### src/rtl/mem_access_ctrl.sv
// Request/response initiator for the multicycle core's unified single-port memory.
// Sequences fetch/load/store accesses and absorbs the memory's one-cycle registered read latency.
module mem_access_ctrl #(
  parameter int unsigned MEM_BYTES = 512,
  parameter int unsigned ERR_CNT_W = 8
) (
  input  logic                 clk,
  input  logic                 reset,
  input  logic                 req_valid,
  output logic                 req_ready,
  input  logic [1:0]           req_op,
  input  logic [31:0]          req_addr,
  input  logic [31:0]          req_wdata,
  output logic                 resp_valid,
  output logic [31:0]          resp_data,
  output logic                 resp_err,
  output logic                 mem_we,
  output logic [31:0]          mem_writedata,
  output logic [31:0]          mem_pc,
  output logic [31:0]          mem_dataaddr,
  output logic                 mem_iord,
  output logic                 mem_irwrite,
  input  logic [31:0]          mem_instr,
  input  logic [31:0]          mem_readdata,
  output logic [31:0]          fetch_count,
  output logic [ERR_CNT_W-1:0] err_count
);

  typedef enum logic [1:0] {StIdle, StAccess, StCapture} state_e;

  localparam logic [1:0] OpFetch = 2'b00;
  localparam logic [1:0] OpLoad  = 2'b01;
  localparam logic [1:0] OpStore = 2'b10;

  state_e                 state_q, state_d;
  logic [1:0]             op_q, op_d;
  logic [31:0]            addr_q, addr_d;
  logic [31:0]            wdata_q, wdata_d;
  logic                   resp_valid_q, resp_valid_d;
  logic                   resp_err_q, resp_err_d;
  logic [31:0]            resp_data_q, resp_data_d;
  logic [31:0]            fetch_count_q, fetch_count_d;
  logic [ERR_CNT_W-1:0]   err_count_q, err_count_d;
  logic                   mem_we_raw;
  logic                   req_fire;
  logic                   req_bad;

  assign req_fire = req_valid & req_ready;
  assign req_bad  = (req_op == 2'b11) || (req_addr[1:0] != 2'b00) ||
                    (req_addr >= 32'(MEM_BYTES));

  always_comb begin
    state_d       = state_q;
    op_d          = op_q;
    addr_d        = addr_q;
    wdata_d       = wdata_q;
    resp_valid_d  = 1'b0;
    resp_err_d    = 1'b0;
    resp_data_d   = resp_data_q;
    fetch_count_d = fetch_count_q;
    err_count_d   = err_count_q;
    req_ready     = 1'b0;
    mem_we_raw    = 1'b0;
    mem_writedata = 32'h0;
    mem_pc        = 32'h0;
    mem_dataaddr  = 32'h0;
    mem_iord      = 1'b0;
    mem_irwrite   = 1'b0;

    unique case (state_q)
      StIdle: begin
        req_ready = 1'b1;
        if (req_fire) begin
          op_d    = req_op;
          addr_d  = req_addr;
          wdata_d = req_wdata;
          if (req_bad) begin
            // Rejected without leaving IDLE; memory never sees the access.
            resp_valid_d = 1'b1;
            resp_err_d   = 1'b1;
            resp_data_d  = 32'h0;
            if (err_count_q != {ERR_CNT_W{1'b1}}) begin
              err_count_d = err_count_q + ERR_CNT_W'(1);
            end
          end else begin
            state_d = StAccess;
          end
        end
      end

      StAccess: begin
        unique case (op_q)
          OpFetch: begin
            mem_pc      = addr_q;
            mem_irwrite = 1'b1;
            state_d     = StCapture;
          end
          OpLoad: begin
            mem_iord     = 1'b1;
            mem_dataaddr = addr_q;
            state_d      = StCapture;
          end
          OpStore: begin
            mem_iord      = 1'b1;
            mem_dataaddr  = addr_q;
            mem_writedata = wdata_q;
            mem_we_raw    = 1'b1;
            resp_valid_d  = 1'b1;
            resp_data_d   = 32'h0;
            state_d       = StIdle;
          end
          default: state_d = StIdle;
        endcase
      end

      StCapture: begin
        // Address held and irwrite dropped so the memory's output registers stay put.
        if (op_q == OpFetch) begin
          mem_pc        = addr_q;
          resp_data_d   = mem_instr;
          fetch_count_d = fetch_count_q + 32'd1;
        end else begin
          mem_iord     = 1'b1;
          mem_dataaddr = addr_q;
          resp_data_d  = mem_readdata;
        end
        resp_valid_d = 1'b1;
        state_d      = StIdle;
      end

      default: state_d = StIdle;
    endcase
  end

  // A write must never land in a cycle where reset is asserted.
  assign mem_we = mem_we_raw & ~reset;

  always_ff @(posedge clk) begin
    if (reset) begin
      state_q       <= StIdle;
      op_q          <= 2'b00;
      addr_q        <= 32'h0;
      wdata_q       <= 32'h0;
      resp_valid_q  <= 1'b0;
      resp_err_q    <= 1'b0;
      resp_data_q   <= 32'h0;
      fetch_count_q <= 32'h0;
      err_count_q   <= '0;
    end else begin
      state_q       <= state_d;
      op_q          <= op_d;
      addr_q        <= addr_d;
      wdata_q       <= wdata_d;
      resp_valid_q  <= resp_valid_d;
      resp_err_q    <= resp_err_d;
      resp_data_q   <= resp_data_d;
      fetch_count_q <= fetch_count_d;
      err_count_q   <= err_count_d;
    end
  end

  assign resp_valid  = resp_valid_q;
  assign resp_err    = resp_err_q;
  assign resp_data   = resp_data_q;
  assign fetch_count = fetch_count_q;
  assign err_count   = err_count_q;

endmodule

### config.mk
export PLATFORM = sky130hd
export DESIGN_NAME = mem_access_ctrl
export DESIGN_NICKNAME = d
export VERILOG_FILES = /design/src/rtl/mem_access_ctrl.sv
export SDC_FILE = /design/constraint.sdc
export NUM_CORES = 1
export LEC_CHECK = 0
export ABC_AREA = 1
export BUFFER_PORTS_ARGS = -buffer_cell sky130_fd_sc_hd__buf_4
export CAP_MARGIN = 10
export CORE_ASPECT_RATIO = 0.8
export CORE_UTILIZATION = 44
export DETAILED_ROUTE_END_ITERATION = 8
export PLACE_DENSITY_LB_ADDON = 0.1
export SLEW_MARGIN = 20
export SYNTH_ARGS = -nofsm -noshare
export SYNTH_HDL_FRONTEND = slang
export SYNTH_SLANG_ARGS = --single-unit
### constraint.sdc
create_clock -name clk -period 1.74 [get_ports clk]
set_clock_uncertainty 0.1 [all_clocks]
set_input_delay 0.174 -clock clk [delete_from_list [all_inputs] [get_ports clk]]
set_output_delay 0.174 -clock clk [all_outputs]
set_load 0.02 [all_outputs]
==> impl_metrics.tcl, run 1 <==
set metrics [dict create \
    drv_cap 0 \
    critPathMaxFanout 8 \
    boundaryPins 307 \
    rsz0062_at_grt "yes" \
    r2r_cells 15 \
    violations "negative setup slack" \
    drc_errors 0 \
    fp-row-count 41 \
    drt-initial-drc-count 967 \
    worstPathArrival_ns 2.04 \
    fill_cells 695 \
    start_util_pct 45.4 \
    clockBufferDepth 2 \
    clock_latency_ns 0.43 \
    grt_start_max_net_pins 68 \
    setup_viol_count_final 144 \
    dieWidth_microns 145 \
    overflow 0 \
    core_sq_mm 0.0160 \
    ys_warn_count 0 \
    regToRegStartpoint "state_q[0]$_SDFFE_PP0P_" \
    port_buffers 306 \
    first_pass_iters 7 \
    synth_commonest_cells "nand2_1, inv_1, nor2_1" \
    yosysTopAreaCell "dfxtp_1" \
    worst_pin_slew_ns 0.507 \
    hold_viol 0 \
    synth.most_common_cell "nand2_1" \
    syn_avg_cell_area_sq_um 6.60 \
    synth_edf_count 0 \
    worstPathCellList "inv_6, ha_4, inv_4, nor2_4, a21oi_2, nor2_4, inv_4, buf_12, buf_12, nor2_4, buf_6" \
    cts_root_buf "clkbuf_16" \
    synth_cell_types 41 \
    synth_area_sq_mm 0.00724 \
    crit_path_end_kind "output pin" \
    required_ns 1.47 \
    maxSlewViolCount 0 \
    antennaDiodeCount 0 \
    synthArstFlopShare_pct 0 \
    synth_flop_cell "dfxtp_1" \
    holdCritPathClass "input port to register" \
    htreeDepth 4 \
    fin_setup_tns_ns -52.53 \
    fmax_ghz 0.433 \
    period_needed_ns 2.31 \
    worst_slack_ns -0.570 \
    ant_nets 0 \
    hold_depth 5 \
    pre_cts_slack_ns -0.0854 \
    timing.rr.end "resp_data[25]$_SDFFE_PP0P_" \
    critPathKind "register to output pin" \
    place_hpwl_mm 16.3 \
    path_clk_slew_ns 0.06 \
    die-height_microns 117 \
    antenna_found_initial 1 \
    synthTopCellsByArea "dfxtp_1, nand2_1, inv_1" \
    hp-start "mem_readdata[21]" \
    final_nets 1703 \
    routed_wl_mm 36.5 \
    viasPerCell 5.64 \
    yosysSeqAreaShare_pct 39.2 \
    yosys_register_bits 142 \
    gp_congestion 0.853 \
    p_leak_nw 6.37 \
    finalPower_mw 10.1 \
    grt_pass1_wl_mm 47.2 \
    cp-start-kind "register" \
    slowest_stage "dfxtp_4" \
    drive_gt1_share_pct 43.2 \
    grt_pass1_vias 9195 \
    cts_buffers 17 \
    synth_top_area_share_pct 39.2 \
    synth_nets 1240 \
    finalCritPeriodShare_pct 133 \
    tritoncts "yes" \
    track_usage_pct 35.3 \
    min_to "resp_data[21]$_SDFFE_PP0P_" \
    maxSlewHeadroom_pct 66.2 \
    max-vdd-ir-drop_v 0.000773 \
    powerDensity_mw_per_mm2 708 \
    wl_per_cell_microns 20.4 \
    syn2layout_area_growth_pct 97.2 \
    reg2reg_slack_ns -0.44 \
    syn_inst 1098 \
    status "finished with violations" \
    dieArea_sq_mm 0.0170 \
    cp_slowest_stage_delay_ns 0.36 \
    num_vias 10100 \
    cts.sinks 142 \
    crit_top_cell "nor2_4" \
]
==> placed cells by master, fill, tap and decap left out, drive strengths merged <==
cell,netlist,layout
dfxtp,142,142
clkbuf,39,23
nor2,172,172
ha,9,9
nand3,23,23
clkinvlp,0,2
dlygate4sd3,0,67
or2,1,1
inv,183,183
a211oi,2,2
nand4,40,40
xor2,6,6
nor4,1,1
o211a,1,1
a21o,1,1
clkinv,14,20
buf,21,435
a21oi,87,87
a22oi,32,32
and3,2,2
nor3,41,41
nor3b,1,1
a31oi,3,3
o21ai,80,80
o21a,1,1
bufinv,0,2
xnor2,1,1
nand2,187,187
nand3b,4,4
and2,2,2
o21bai,2,2
==> routing by layer <==
layer  vias to the layer above  track usage, %  part of all wire [%]
li1                       4424               -                     -
met1                      4741            39.5                    35
met2                       683            63.9                    49
met3                       235            6.67                   8.9
met4                         2            20.8                   6.9
met5                         -               0                 0.036
==> registers in the layout, indices dropped and copies added, names as in the netlist <==
register	cells
addr_q	32
fetch_count	32
resp_data	32
wdata_q	32
err_count	8
op_q	2
state_q	2
resp_err	1
resp_valid	1
==> kinds of logic after synthesis <==
| group | after synthesis | share of synthesized area, % |
|---|---|---|
| AO/OA/AOI/OAI | 209 | 15.9 |
| XOR/XNOR | 7 | 0.846 |
| adder cells (fa/ha/maj) | 9 | 1.55 |
| buffers and inverters | 257 | 13.7 |
| flip-flops | 142 | 39.2 |
| AND/OR/NAND/NOR | 474 | 28.8 |
==> report_power, final <==
group	internal [mW]	leakage, nW	switching, mW
clock	2.25	0.291	1.50
combinational	1.22	4.90	1.54
sequential	3.49	1.17	0.121
==> worst max-delay path, delay by kind of cell, from the launching register on <==
kind	cells	cell delay, ns
AO/OA/AOI/OAI	1	0.06
adder cells (fa/ha/maj)	1	0.15
buffers and inverters	6	0.62
flip-flops	1	0.36
AND/OR/NAND/NOR	3	0.40
==> how the worst max path moves through the flow <==
stage	from	to	depth (start not counted)
finish	state_q[0]$_SDFFE_PP0P_	mem_dataaddr[25]	11
global route	state_q[0]$_SDFFE_PP0P_	mem_dataaddr[1]	11
floorplan	state_q[1]$_SDFFE_PP0P_	resp_data[15]$_SDFFE_PP0P_	8
CTS	state_q[0]$_SDFFE_PP0P_	mem_dataaddr[19]	11
global placement	state_q[0]$_SDFFE_PP0P_	fetch_count[25]$_SDFFE_PP0P_	10
detailed placement	state_q[0]$_SDFFE_PP0P_	fetch_count[25]$_SDFFE_PP0P_	10
==> repair_timing <==
action / 4_1_cts / 5_1_grt
pin swaps: 62 / 59
resized for setup: 290 / 145
endpoints found under the setup margin: 133 / 163
hold endpoints to repair: 67 / 0
cloned: 15 / 2
setup buffers: 29 / 20
hold buffers: 67 / 0
==> final cells by class <==
cell class	instances	area [sq um]	share of cell area (%)
Timing Repair Buffer	504	5110	35.8
Multi-Input combinational cell	699	4660	32.7
Sequential cell	142	2860	20.0
Inverter	197	788	5.52
Clock buffer	21	480	3.36
Tap cell	215	269	1.88
Clock inverter	10	113	0.788
==> through the flow <==
stage,cell area [sq um],utilization (%),hold slack [ns],std cells
6_report,14300,89.5,0.0113,1788
5_1_grt,14300,89.5,0.0255,1788
4_1_cts,13500,84.6,0.000515,1769
3_5_place_dp,10500,66.0,0.343,1628
3_3_place_gp,10500,66.0,0.338,1628
2_1_floorplan,7580,-,0.265,1098
Note: power is estimated with default switching activity, not from simulation.
==> inputs of run 2 (changes only) <==
--- a/config.mk
+++ b/config.mk
@@ -9,7 +9,7 @@
 export BUFFER_PORTS_ARGS = -buffer_cell sky130_fd_sc_hd__buf_4
 export CAP_MARGIN = 10
 export CORE_ASPECT_RATIO = 0.8
-export CORE_UTILIZATION = 44
+export CORE_UTILIZATION = 48
 export DETAILED_ROUTE_END_ITERATION = 8
 export PLACE_DENSITY_LB_ADDON = 0.1
 export SLEW_MARGIN = 20
==> constraint.sdc (replaced) <==
create_clock -name clk -period 2.6 [get_ports clk]
set_clock_uncertainty 0.1 [all_clocks]
set_input_delay 0.26 -clock clk [delete_from_list [all_inputs] [get_ports clk]]
set_output_delay 0.26 -clock clk [all_outputs]
set_load 0.02 [all_outputs]
==> impl_metrics.tcl, run 2 (same netlist as run 1, synthesis figures left out) <==
set metrics [dict create \
    status "finished, final reports clean" \
    maxSlewHeadroom_pct 68.6 \
    cts_buffers 17 \
    htreeDepth 4 \
    fin_setup_tns_ns 0 \
    wl_per_cell_microns 13.4 \
    post_cts_buffers 0 \
    finalPower_mw 5.79 \
    path_clk_slew_ns 0.06 \
    final_common_cell "buf_4" \
    switching_share_pct 28.2 \
    critPathKind "register to output pin" \
    worstPathArrival_ns 2.04 \
    drv_cap 0 \
    place_hpwl_mm 14.8 \
    hold_depth 3 \
    p_leak_nw 4.81 \
    grt_start_max_net_pins 119 \
    post-route-cell-area_sq_mm 0.0102 \
    cts_root_buf "clkbuf_16" \
    antenna_found_initial 0 \
    p_switching_mw 1.63 \
    hold_viol 0 \
    critPathMaxFanout 32 \
    fp-row-count 39 \
    routed_wl_mm 21.1 \
    port_buffers 306 \
    seq_power_share_pct 41.2 \
    die-height_microns 112 \
    crit_path_end_kind "output pin" \
    place_inst 1539 \
    fill_cells 1314 \
    powerDensity_mw_per_mm2 566 \
    multi_input_area_sq_mm 0.00342 \
    post_cts_resized 0 \
    holdCritPathClass "input port to register" \
    finish.utilization_pct 70.6 \
    ff_latch_area_sq_mm 0.00284 \
    required_ns 2.24 \
    combPwrFrac_pct 17.2 \
    drc_errors 0 \
    viasPerCell 5.01 \
    antennaDiodeCount 0 \
    period_needed_ns 2.40 \
    drive_gt1_share_pct 27.2 \
    start_util_pct 50.0 \
    dieArea_sq_mm 0.0156 \
    setup_viol_count_final 0 \
    ant_nets 0 \
    tritoncts "yes" \
    reg2reg_slack_ns 0.50 \
    clock_latency_ns 0.42 \
    cts.sinks 142 \
    clockBufferDepth 2 \
    num_vias 7863 \
    grt_pass1_wl_mm 34.5 \
    max-vdd-ir-drop_v 0.000546 \
    drt-initial-drc-count 344 \
    first_pass_iters 4 \
    grt_pass1_vias 7083 \
    mostFrequentLayoutCells "buf_4, nand2_1, inv_1, nor2_1, dfxtp_1" \
    dieWidth_microns 139 \
    track_usage_pct 27.4 \
    syn2layout_area_growth_pct 41.2 \
    overflow 0 \
    maxSlewViolCount 0 \
    p_int_mw 4.16 \
    final_cells 1571 \
    final_nets 1516 \
    placedInstanceArea_sq_mm 0.00964 \
    worst_pin_slew_ns 0.470 \
    core_sq_mm 0.0145 \
    power_frac_clock_pct 41.6 \
    finalCritPeriodShare_pct 92.3 \
    cp-start-kind "register" \
    hold_buffers 0 \
    r2r_cells 7 \
    fmax_ghz 0.417 \
    gp_congestion 0.844 \
    boundaryPins 307 \
    rsz0062_at_grt "no" \
]
-- run 2: path summary, 6_finish.rpt --
| path | endpoint | start |
|---|---|---|
| setup / recovery | mem_dataaddr[26] | state_q[0]$_SDFFE_PP0P_ |
| hold / removal | wdata_q[12]$_SDFFE_PP0P_ | req_wdata[12] |
| setup reg to reg | err_count[5]$_SDFFE_PP0P_ | state_q[0]$_SDFFE_PP0P_ |
| hold reg to reg | wdata_q[25]$_SDFFE_PP0P_ | wdata_q[25]$_SDFFE_PP0P_ |
-- run 2: final cells by class --
class                           count  share of cell area (%)
Tap cell                          184                    2.25
Clock buffer                       17                    4.16
Sequential cell                   142                    27.8
Clock inverter                     15                    1.59
Multi-Input combinational cell    699                    33.4
Timing Repair Buffer              317                    23.5
Inverter                          197                    7.28
-- run 2: per-stage QoR --
stage | hold WS [ns] | setup slack, ns
floorplan | 0.330 | 0.391
global placement | 0.342 | 0.603
detailed placement | 0.343 | 0.524
CTS | 0.00363 | 0.0737
global route | 0.0211 | 0.0136
finish | 0.0184 | 0.201
-- run 2: power groups by stage --
| stage | combinational, mW | sequential, mW | clock [mW] |
|---|---|---|---|
| finish | 0.996 | 2.39 | 2.41 |
| global placement | 0.980 | 2.43 | 0 |
| floorplan | 0.531 | 2.50 | 0 |
| detailed placement | 0.993 | 2.44 | 0 |
| CTS | 1.00 | 2.39 | 2.45 |
| global route | 1.12 | 2.41 | 2.55 |
-- run 2: critical path, stage by stage, from the launching register on --
cell	delay [ns]
dfxtp_1	0.36
inv_1	0.09
ha_1	0.25
inv_1	0.12
nor2_2	0.05
a21oi_1	0.16
nor2_2	0.08
inv_4	0.24
nor2_1	0.09
buf_4	0.17
-- run 2: layer usage --
layer	GRT usage, %	wire length [microns]	share of wire [%]
met5	0	0	0
met4	9.63	382	1.8
met3	6.06	1460	6.9
met2	46.4	10100	48
met1	34.2	9100	43
